--- config.mk ---
export PLATFORM = sky130hd
export DESIGN_NAME = mem2_access_stage
export DESIGN_NICKNAME = d
export VERILOG_FILES = /design/src/rtl/mem2_access_stage.sv
export SDC_FILE = /design/constraint.sdc
export NUM_CORES = 1
export LEC_CHECK = 0
export CORE_MARGIN = 4
export CORE_UTILIZATION = 30
export CTS_CLUSTER_DIAMETER = 30
export DETAILED_ROUTE_END_ITERATION = 8
export GPL_TIMING_DRIVEN = 0
export SYNTH_ARGS = -nofsm -noshare
export SYNTH_HDL_FRONTEND = slang
export SYNTH_SLANG_ARGS = --single-unit
--- constraint.sdc ---
create_clock -name clk -period 1.9 [get_ports clk]
set_input_delay 0.19 -clock clk [delete_from_list [all_inputs] [get_ports clk]]
set_output_delay 0.19 -clock clk [all_outputs]
set_load 0.01 [all_outputs]
--- src/rtl/mem2_access_stage.sv ---
// Second memory pipeline stage: latches the memory-1 bundle, runs a blocking
// DCache access for loads/stores, aligns/extends load data and builds store lanes.
module mem2_access_stage #(
    parameter int DATA_W = 32,
    parameter int ADDR_W = 32,
    parameter int IDX_W  = 5
) (
    input  logic                clk,
    input  logic                rstn,
    input  logic [DATA_W-1:0]   ex_result_in,
    input  logic [DATA_W-1:0]   store_data_in,
    input  logic [IDX_W-1:0]    rd_index_in,
    input  logic [2:0]          number_length_in,
    input  logic [1:0]          memory_rw_in,
    input  logic                writeback_valid_in,
    input  logic                writeback_src_in,
    input  logic                stall_in,
    input  logic                flush_in,
    output logic [DATA_W-1:0]   ex_result,
    output logic [IDX_W-1:0]    rd_index,
    output logic                writeback_valid,
    output logic                writeback_src,
    output logic [DATA_W-1:0]   mem_result,
    output logic                misalign,
    output logic                clear,
    output logic                stall_out,
    output logic [ADDR_W-1:0]   p_addr,
    output logic                p_addr_valid,
    output logic [1:0]          cache_rw,
    output logic [DATA_W-1:0]   cache_write,
    output logic [DATA_W/8-1:0] cache_byte_en,
    input  logic                cache_ready,
    input  logic [DATA_W-1:0]   cache_read
);
    localparam int BE_W  = DATA_W / 8;
    localparam int OFF_W = $clog2(BE_W);

    localparam logic [0:0] IDLE   = 1'b0;
    localparam logic [0:0] ACCESS = 1'b1;

    // Element size as log2(bytes); a doubleword on a 32-bit datapath acts as a word.
    function automatic logic [1:0] size_of(input logic [2:0] nl);
        logic [1:0] sz;
        sz = nl[1:0];
        if (DATA_W == 32 && sz == 2'b11) sz = 2'b10;
        return sz;
    endfunction

    function automatic logic is_aligned(input logic [1:0] sz, input logic [2:0] off);
        logic ok;
        case (sz)
            2'b00:   ok = 1'b1;
            2'b01:   ok = (off[0] == 1'b0);
            2'b10:   ok = (off[1:0] == 2'b00);
            default: ok = (off == 3'b000);
        endcase
        return ok;
    endfunction

    logic [0:0]        state;
    logic [DATA_W-1:0] store_data_q;
    logic [2:0]        number_length_q;
    logic [1:0]        memory_rw_q;
    logic              kill;

    // Input-side decode for the accept decision.
    logic [2:0] off_in;
    logic       mem_op_in;
    logic       misalign_in;

    assign off_in      = 3'(ex_result_in[OFF_W-1:0]);
    assign mem_op_in   = (memory_rw_in == 2'b01) || (memory_rw_in == 2'b10);
    assign misalign_in = mem_op_in && !is_aligned(size_of(number_length_in), off_in);

    // Latched-side decode drives the cache request and load extraction.
    logic [2:0]        off_q;
    logic [1:0]        size_q;
    logic              sign_q;
    logic [7:0]        elem_be;
    logic [7:0]        be_shift;
    logic [DATA_W-1:0] rd_shifted;
    logic [DATA_W-1:0] load_ext;

    assign off_q  = 3'(ex_result[OFF_W-1:0]);
    assign size_q = size_of(number_length_q);
    assign sign_q = ~number_length_q[2];

    always_comb begin
        case (size_q)
            2'b00:   elem_be = 8'h01;
            2'b01:   elem_be = 8'h03;
            2'b10:   elem_be = 8'h0F;
            default: elem_be = 8'hFF;
        endcase
        be_shift = elem_be << off_q;
    end

    always_comb begin
        case (size_q)
            2'b00:   cache_write = {BE_W{store_data_q[7:0]}};
            2'b01:   cache_write = {(BE_W/2){store_data_q[15:0]}};
            2'b10:   cache_write = {(DATA_W/32){store_data_q[31:0]}};
            default: cache_write = store_data_q;
        endcase
    end

    always_comb begin
        rd_shifted = cache_read >> {off_q, 3'b000};
        case (size_q)
            2'b00:   load_ext = sign_q ? DATA_W'($signed(rd_shifted[7:0]))
                                       : DATA_W'(rd_shifted[7:0]);
            2'b01:   load_ext = sign_q ? DATA_W'($signed(rd_shifted[15:0]))
                                       : DATA_W'(rd_shifted[15:0]);
            2'b10:   load_ext = sign_q ? DATA_W'($signed(rd_shifted[31:0]))
                                       : DATA_W'(rd_shifted[31:0]);
            default: load_ext = rd_shifted;
        endcase
    end

    assign p_addr       = ex_result[ADDR_W-1:0];
    assign p_addr_valid = (state == ACCESS);
    assign stall_out    = (state == ACCESS);
    assign cache_rw     = (state == ACCESS) ? memory_rw_q : 2'b00;

    always_comb begin
        cache_byte_en = '0;
        if (state == ACCESS) begin
            if (memory_rw_q == 2'b01) cache_byte_en = '1;
            else                      cache_byte_en = be_shift[BE_W-1:0];
        end
    end

    always_ff @(posedge clk or negedge rstn) begin
        if (!rstn) begin
            state           <= IDLE;
            ex_result       <= '0;
            store_data_q    <= '0;
            rd_index        <= '0;
            number_length_q <= '0;
            memory_rw_q     <= '0;
            writeback_valid <= 1'b0;
            writeback_src   <= 1'b0;
            mem_result      <= '0;
            misalign        <= 1'b0;
            clear           <= 1'b0;
            kill            <= 1'b0;
        end else begin
            clear <= 1'b0;
            case (state)
                IDLE: begin
                    if (flush_in) begin
                        writeback_valid <= 1'b0;
                        memory_rw_q     <= 2'b00;
                        clear           <= 1'b1;
                    end else if (!stall_in) begin
                        ex_result       <= ex_result_in;
                        store_data_q    <= store_data_in;
                        rd_index        <= rd_index_in;
                        number_length_q <= number_length_in;
                        memory_rw_q     <= memory_rw_in;
                        writeback_src   <= writeback_src_in;
                        writeback_valid <= writeback_valid_in && !misalign_in;
                        misalign        <= misalign_in;
                        kill            <= 1'b0;
                        if (mem_op_in && !misalign_in) state <= ACCESS;
                    end
                end
                ACCESS: begin
                    // A flush cannot abandon the request; remember it until completion.
                    if (flush_in) kill <= 1'b1;
                    if (cache_ready) begin
                        state <= IDLE;
                        kill  <= 1'b0;
                        if (kill || flush_in) begin
                            writeback_valid <= 1'b0;
                            clear           <= 1'b1;
                        end else if (memory_rw_q == 2'b01) begin
                            mem_result <= load_ext;
                        end
                    end
                end
                default: state <= IDLE;
            endcase
        end
    end
endmodule
**Yosys cells after proc, flatten, opt, wreduce, memory -nomap -nowiden**

Index checks and enable logic that the tools add are counted.

- Bits in registers: 112
- Input bits: 113
- Output and inout bits: 145
- Word-level logic and storage cells: 83

- Equal/unequal tests: 16
- Shift operators: 2
- Multiplexer cells: 32
- Bitwise logic cells: 5
- Reduce and logical (&&, ||, !) cells: 16

Operators by type and width:

| cell | count |
|---|---|
| $pmux W32 S2 | 2 |
| $mux W32 | 2 |
| $shr A32 B5 Y32 | 1 |
| $pmux W8 S3 | 1 |
| $mux W1 | 15 |
| $eq A2 B2 Y1 const B | 5 |
| $mux W2 | 5 |
| $reduce_and A3 Y1 | 3 |
| $eq A2 B1 Y1 const B | 4 |
| $mux W4 | 2 |
| $pmux W1 S2 | 4 |
| $shl A8 B2 Y4 | 1 |
| $logic_not A2 Y1 | 3 |
| $ne A2 B2 Y1 const B | 3 |
| $ne A3 B3 Y1 const B | 2 |
| $not A1 Y1 | 5 |
| $ne A2 B1 Y1 const B | 2 |
| $reduce_and A4 Y1 | 1 |
| $logic_and A1 B1 Y1 | 3 |
| $logic_not A3 Y1 | 1 |
| $pmux W1 S3 | 1 |
| $logic_not A1 Y1 | 2 |
| $logic_or A1 B1 Y1 | 2 |
| $reduce_and A2 Y1 | 1 |

**Logic depth before layout (Yosys ltp)**

- Word-level depth: 12
- Gate-level depth with buffers: 7
- Gate-level depth less buffers: 4

**Worst setup path after synthesis**

No wires, ideal clock.

- Path kind: register to register
- From: reg state, in the netlist p_addr_valid
- To: reg ex_result[0]
- Setup time: 0.125 ns
- Arrival time: 1.595 ns
- Required time: 1.775 ns
- Slack: 0.180 ns
- Stages on the path, launching flop included: 7
- Path buffers: 2
- Clock period less this slack: 1.720 ns
- Path through: dfrtp_1 > nor2_1 > inv_1 > nor2_1 > buf_2 > buf_2 > mux2_2

- Cells in the longest elaborated chain, start to end: 2

Ends and longest elaborated chain:

| what | line | source |
|---|---|---|
| start, declared | 60 | `logic [0:0] state;` |
| start signal, assigned | 135 | `state <= IDLE;` |
| start signal, assigned | 165 | `if (mem_op_in && !misalign_in) state <= ACCESS;` |
| start signal, assigned | 172 | `state <= IDLE;` |
| $not A1 Y1 (no line) | - |  |
| $reduce_and A3 Y1 (no line) | - |  |
| end signal, assigned | 156 | `ex_result <= ex_result_in;` |
| end, declared | 19 | `output logic [DATA_W-1:0] ex_result,` |

No other way between the ends.
A chain may end at the register's enable or synchronous reset.

**Final worst setup path**

- From: reg number_length_q[1]
- To: out cache_byte_en[1]

- Cells in the longest elaborated chain, start to end: 7
- Elaborated cells on any way between the ends: 9
- Those cells by class: eq/ne: 3; shift: 1; mux: 4; reduce/logical: 1

Ends and longest elaborated chain:

| what | line | source |
|---|---|---|
| start, declared | 62 | `logic [2:0] number_length_q;` |
| start signal, assigned | 159 | `number_length_q <= number_length_in;` |
| $eq A2 B2 Y1 | 45 | `if (DATA_W == 32 && sz == 2'b11) sz = 2'b10;` |
| $mux W2 (*) | 45 |  |
| $eq A2 B2 Y1, or another cell as far along | 89 | `case (size_q)` |
| $pmux W8 S3 (*) | 89 |  |
| $shl A8 B2 Y4 (*) | 95 | `be_shift = elem_be << off_q;` |
| $mux W4 (*) | 128 | `if (memory_rw_q == 2'b01) cache_byte_en = '1;` |
| $mux W4 (*) | 127 | `if (state == ACCESS) begin` |
| end, declared | 31 | `output logic [DATA_W/8-1:0] cache_byte_en,` |

Every way passes the cells marked *; elsewhere a longest branch is shown, timed or not.

==> results by group <==
Outcome
  – Outcome: finished clean

Synth
  – Top post-synthesis cells by area: dfrtp_1 50%, mux2_2 18%, buf_4 5.5%
  – Post-synthesis net count: 606
  – Mean instance size in the synthesized netlist: 11.33 µm²
  – Gate count after technology mapping: a little under 500
  – Cell type with the highest aggregate area in the netlist: dfrtp_1
  – Flops & latches, synth: 112
  – Synth Cell Area: 5585 µm²
  – Count of yosys warnings during synthesis: 0
  – Proportion of synthesized chip area in sequential cells: 50.18%
  – Proportion of netlist area held by the largest area contributor: 50.18%
  – Count of unique library cells instantiated by Yosys: 37

Layout
  – Total inserted antenna cells: 0
  – Number of cells in the finished layout apart from fillers: 1,011
  – Share of layout cells above drive strength 1: 27.11%
  – Count of nets after finishing: 890
  – Number of filler instances in the final layout: around 1,600
  – Layout Area Growth over Synthesis: 62.61%
  – Highest-count cells in the layout ignoring fill and taps: 226 x clkdlybuf4s50_1, 110 x dfrtp_1, 91 x mux2_2
  – Most common cell after layout, fill and taps aside: clkdlybuf4s50_1

CTS
  – Clock Root Buffer: clkbuf_16
  – CTS buffer count: 9
  – Buffer depth of the longest clock path: 2
  – Clock-pin slew reported for the worst setup and hold paths after clock tree synthesis: 0.08 ns
  – CTS tree: done
  – Max H-tree Level: 3
  – CTS sink count: between 100 and 150
  – Worst skew pair latency: approximately 0.35 ns

Power and ir drop
  – Power density relative to cell area: 967.8 nW/µm²
  – Leakage power: roughly 4 nW
  – Maximum ir drop on the vdd rail: between 0.4 and 0.5 mV

Drt
  – Wire length after detailed routing: 18,850 µm
  – Detailed-router iteration count before antenna repair: 5
  – Count of routing violations after the opening detailed-route iteration: 187
  – Via/cell ratio: 4.764
  – Post-DRT Antenna Nets: 0
  – Total vias in the final route: 4,816
  – Total DRC errors in the routed layout: 0
  – Mean routed wirelength per cell: 18.64 µm

Setup path
  – CP max stage cell: dfrtp_1
  – Worst reg-to-reg setup slack: 0.14 ns
  – Endpoint of the lowest-slack register-to-register path: mem_result[25]$_DFFE_PN0P_
  – Most used cell, CP: buf_6
  – Data required, critical path: 1.71 ns
  – Biggest fanout along the worst timing path: 2
  – Critical Path Max Stage Delay: 0.41 ns
  – Launching element type of the critical path: flip-flop
  – Category of the worst setup path capture point: output pin
  – Critical path, cell by cell: buf_6 -> or2_4 -> buf_6 -> nor2_2 -> nor2_1 -> o21a_1 -> buf_6
  – Type of the worst setup path: reg2out
  – Worst reg2reg startpoint: number_length_q[1]$_DFFE_PN0P_
  – Number of cells traversed by the worst register-to-register path: 8
  – Arrival time reported for the critical path endpoint: 1.66 ns

Floorplanning
  – Total core area: ~18,000 µm²
  – Y dimension of the die: 144.4 µm
  – Starting density of the core: 30.78%
  – Die Footprint: ~21,000 µm²
  – Die width: 144.4 µm
  – Ports: approximately 260
  – Placement row count: between 40 and 50

Timing
  – Final slew viol count: 0
  – Post-route clock skew: 0.007734 ns
  – Normalized max-slew margin: 65.22%
  – Final Hold Vio Count: 0
  – Fmax: approximately 540 MHz
  – Final setup vio count: 0
  – Hold_ws: 0.1830 ns
  – Worst setup slack after layout: 0.05095 ns
  – Final period utilization: 97.32%
  – Period minus WS final: 1.849 ns
  – Actual transition at the worst max-transition pin: 0.5198 ns

Placement
  – RePlAce Congestion: slightly above 0.8
  – HPWL after DPL: ~15,000 µm
  – IO buf count: 256
  – Number of cells after detailed placement: 979
  – Setup WS pre-CTS: -0.6449 ns

Global route
  – Via count of the first global-routing pass: between 5,000 and 6,000
  – All-Layer GR Usage: 17.72%
  – Wire length of the first global-routing pass: 28,630 µm
  – Congestion Overflow GR: 0
  – Maximum number of pins on one net before global-route repair: 67
  – Antenna violations before repair: 2

Min path
  – Min-delay worst type: in2reg
  – Start point of the worst hold path: flush_in
  – Worst min-delay path endpoint: memory_rw_q[1]$_DFFE_PN0P_
  – Number of cells traversed by the worst hold path: 2

Job
  – Count of maximum capacitance violations: 0
==> timing repair <==
action                                  4_1_cts  5_1_grt
hold buffers                                  1        0
pin swaps                                     3        1
endpoints found under the setup margin      111       86
buffers inserted                             13        3
hold endpoints to repair                     46        0
resized for setup                            92       29
==> critical path: cells and delay by family (launching register included) <==
family | cells | cell delay, ns
flops | 1 | 0.41
buf+inv | 3 | 0.38
compound gates | 1 | 0.17
simple gates | 3 | 0.35
==> worst max path at each step <==
stage / cells past startpoint / to / start
after floorplan: 6 / ex_result[0]$_DFFE_PN0P_ / p_addr_valid$_DFF_PN0_
after global placement: 1 / ex_result[31]$_DFFE_PN0P_ / rstn
after detailed placement: 6 / cache_byte_en[3] / ex_result[1]$_DFFE_PN0P_
after CTS: 7 / cache_byte_en[1] / number_length_q[1]$_DFFE_PN0P_
after global routing: 7 / cache_byte_en[1] / number_length_q[1]$_DFFE_PN0P_
final: 7 / cache_byte_en[1] / number_length_q[1]$_DFFE_PN0P_
==> power by group <==
part | switching [W] | total (W) | internal (W)
Clock | 0.000918 | 0.00208 | 0.00117
Sequential | 0.000340 | 0.00317 | 0.00283
Combinational | 0.00143 | 0.00353 | 0.00211
==> logic make-up (layout without fill, tap and decap cells) <==
family	count (synthesis)	after routing	synth area share, %
flip-flops	112	112	50.18
XOR/XNOR	1	1	0.1568
AO/OA/AOI/OAI	68	68	8.356
buffers and inverters	77	366	8.468
multiplexers	119	119	23.36
AND/OR/NAND/NOR	116	116	9.476
==> stage by stage <==
stage	total power [W]	TNS (ns)	util, %	instance area (µm²)
2_1_floorplan	0.004707	0	-	5585
3_3_place_gp	0.006606	-461.34	46.48	8434
3_5_place_dp	0.006662	-35.26	46.64	8463
4_1_cts	0.008835	-0.05582	49.49	8981
5_1_grt	0.009271	-0.006439	50.05	9082
6_report	0.008790	0	50.05	9082
==> layout make-up <==
| cell class | count | area (µm²) | area share (%) |
|---|---|---|---|
| clock buffer | 10 | 229.0 | 2.521 |
| clock inverter | 6 | 91.34 | 1.006 |
| sequential | 112 | 2805 | 30.89 |
| inverter | 3 | 11.26 | 0.1240 |
| timing repair buffer | 274 | 2713 | 29.87 |
| buffer | 73 | 615.6 | 6.778 |
| multi-input combinational | 304 | 2331 | 25.66 |
| tap | 229 | 286.5 | 3.155 |
==> Yosys cell counts (all sizes together) <==
library cell / n
xnor2: 1
o2bb2ai: 8
a211oi: 9
nor2: 19
o31a: 2
mux2: 91
nand2b: 3
o21bai: 1
nand2: 60
o41ai: 1
or4: 1
o211ai: 1
a21oi: 22
o21a: 2
nor3: 1
o21ai: 11
buf: 63
and2: 1
inv: 3
mux2i: 28
a21boi: 1
clkbuf: 11
nor4: 1
nand3b: 1
a22oi: 2
o311ai: 8
dfrtp: 112
nor4b: 1
nor2b: 10
nand3: 16
nand4: 1
or2: 1
==> sequential cells by signal, summed over array words and instances (netlist names) <==
name,count
ex_result,32
misalign,1
number_length_q,3
mem_result,32
rd_index,5
store_data_q,32
memory_rw_q,2
p_addr_valid,1
clear,1
writeback_src,1
kill,1
writeback_valid,1
==> metal layers <==
metal | global-route usage [%] | vias up | routed length, µm
met3 | 6.052 | 25 | 1617
met5 | 0 | - | 21
li1 | - | 2257 | -
met4 | 5.204 | 4 | 300
met2 | 30.14 | 176 | 9367
met1 | 21.30 | 2354 | 7542
Power figures use the tool's default switching activity.
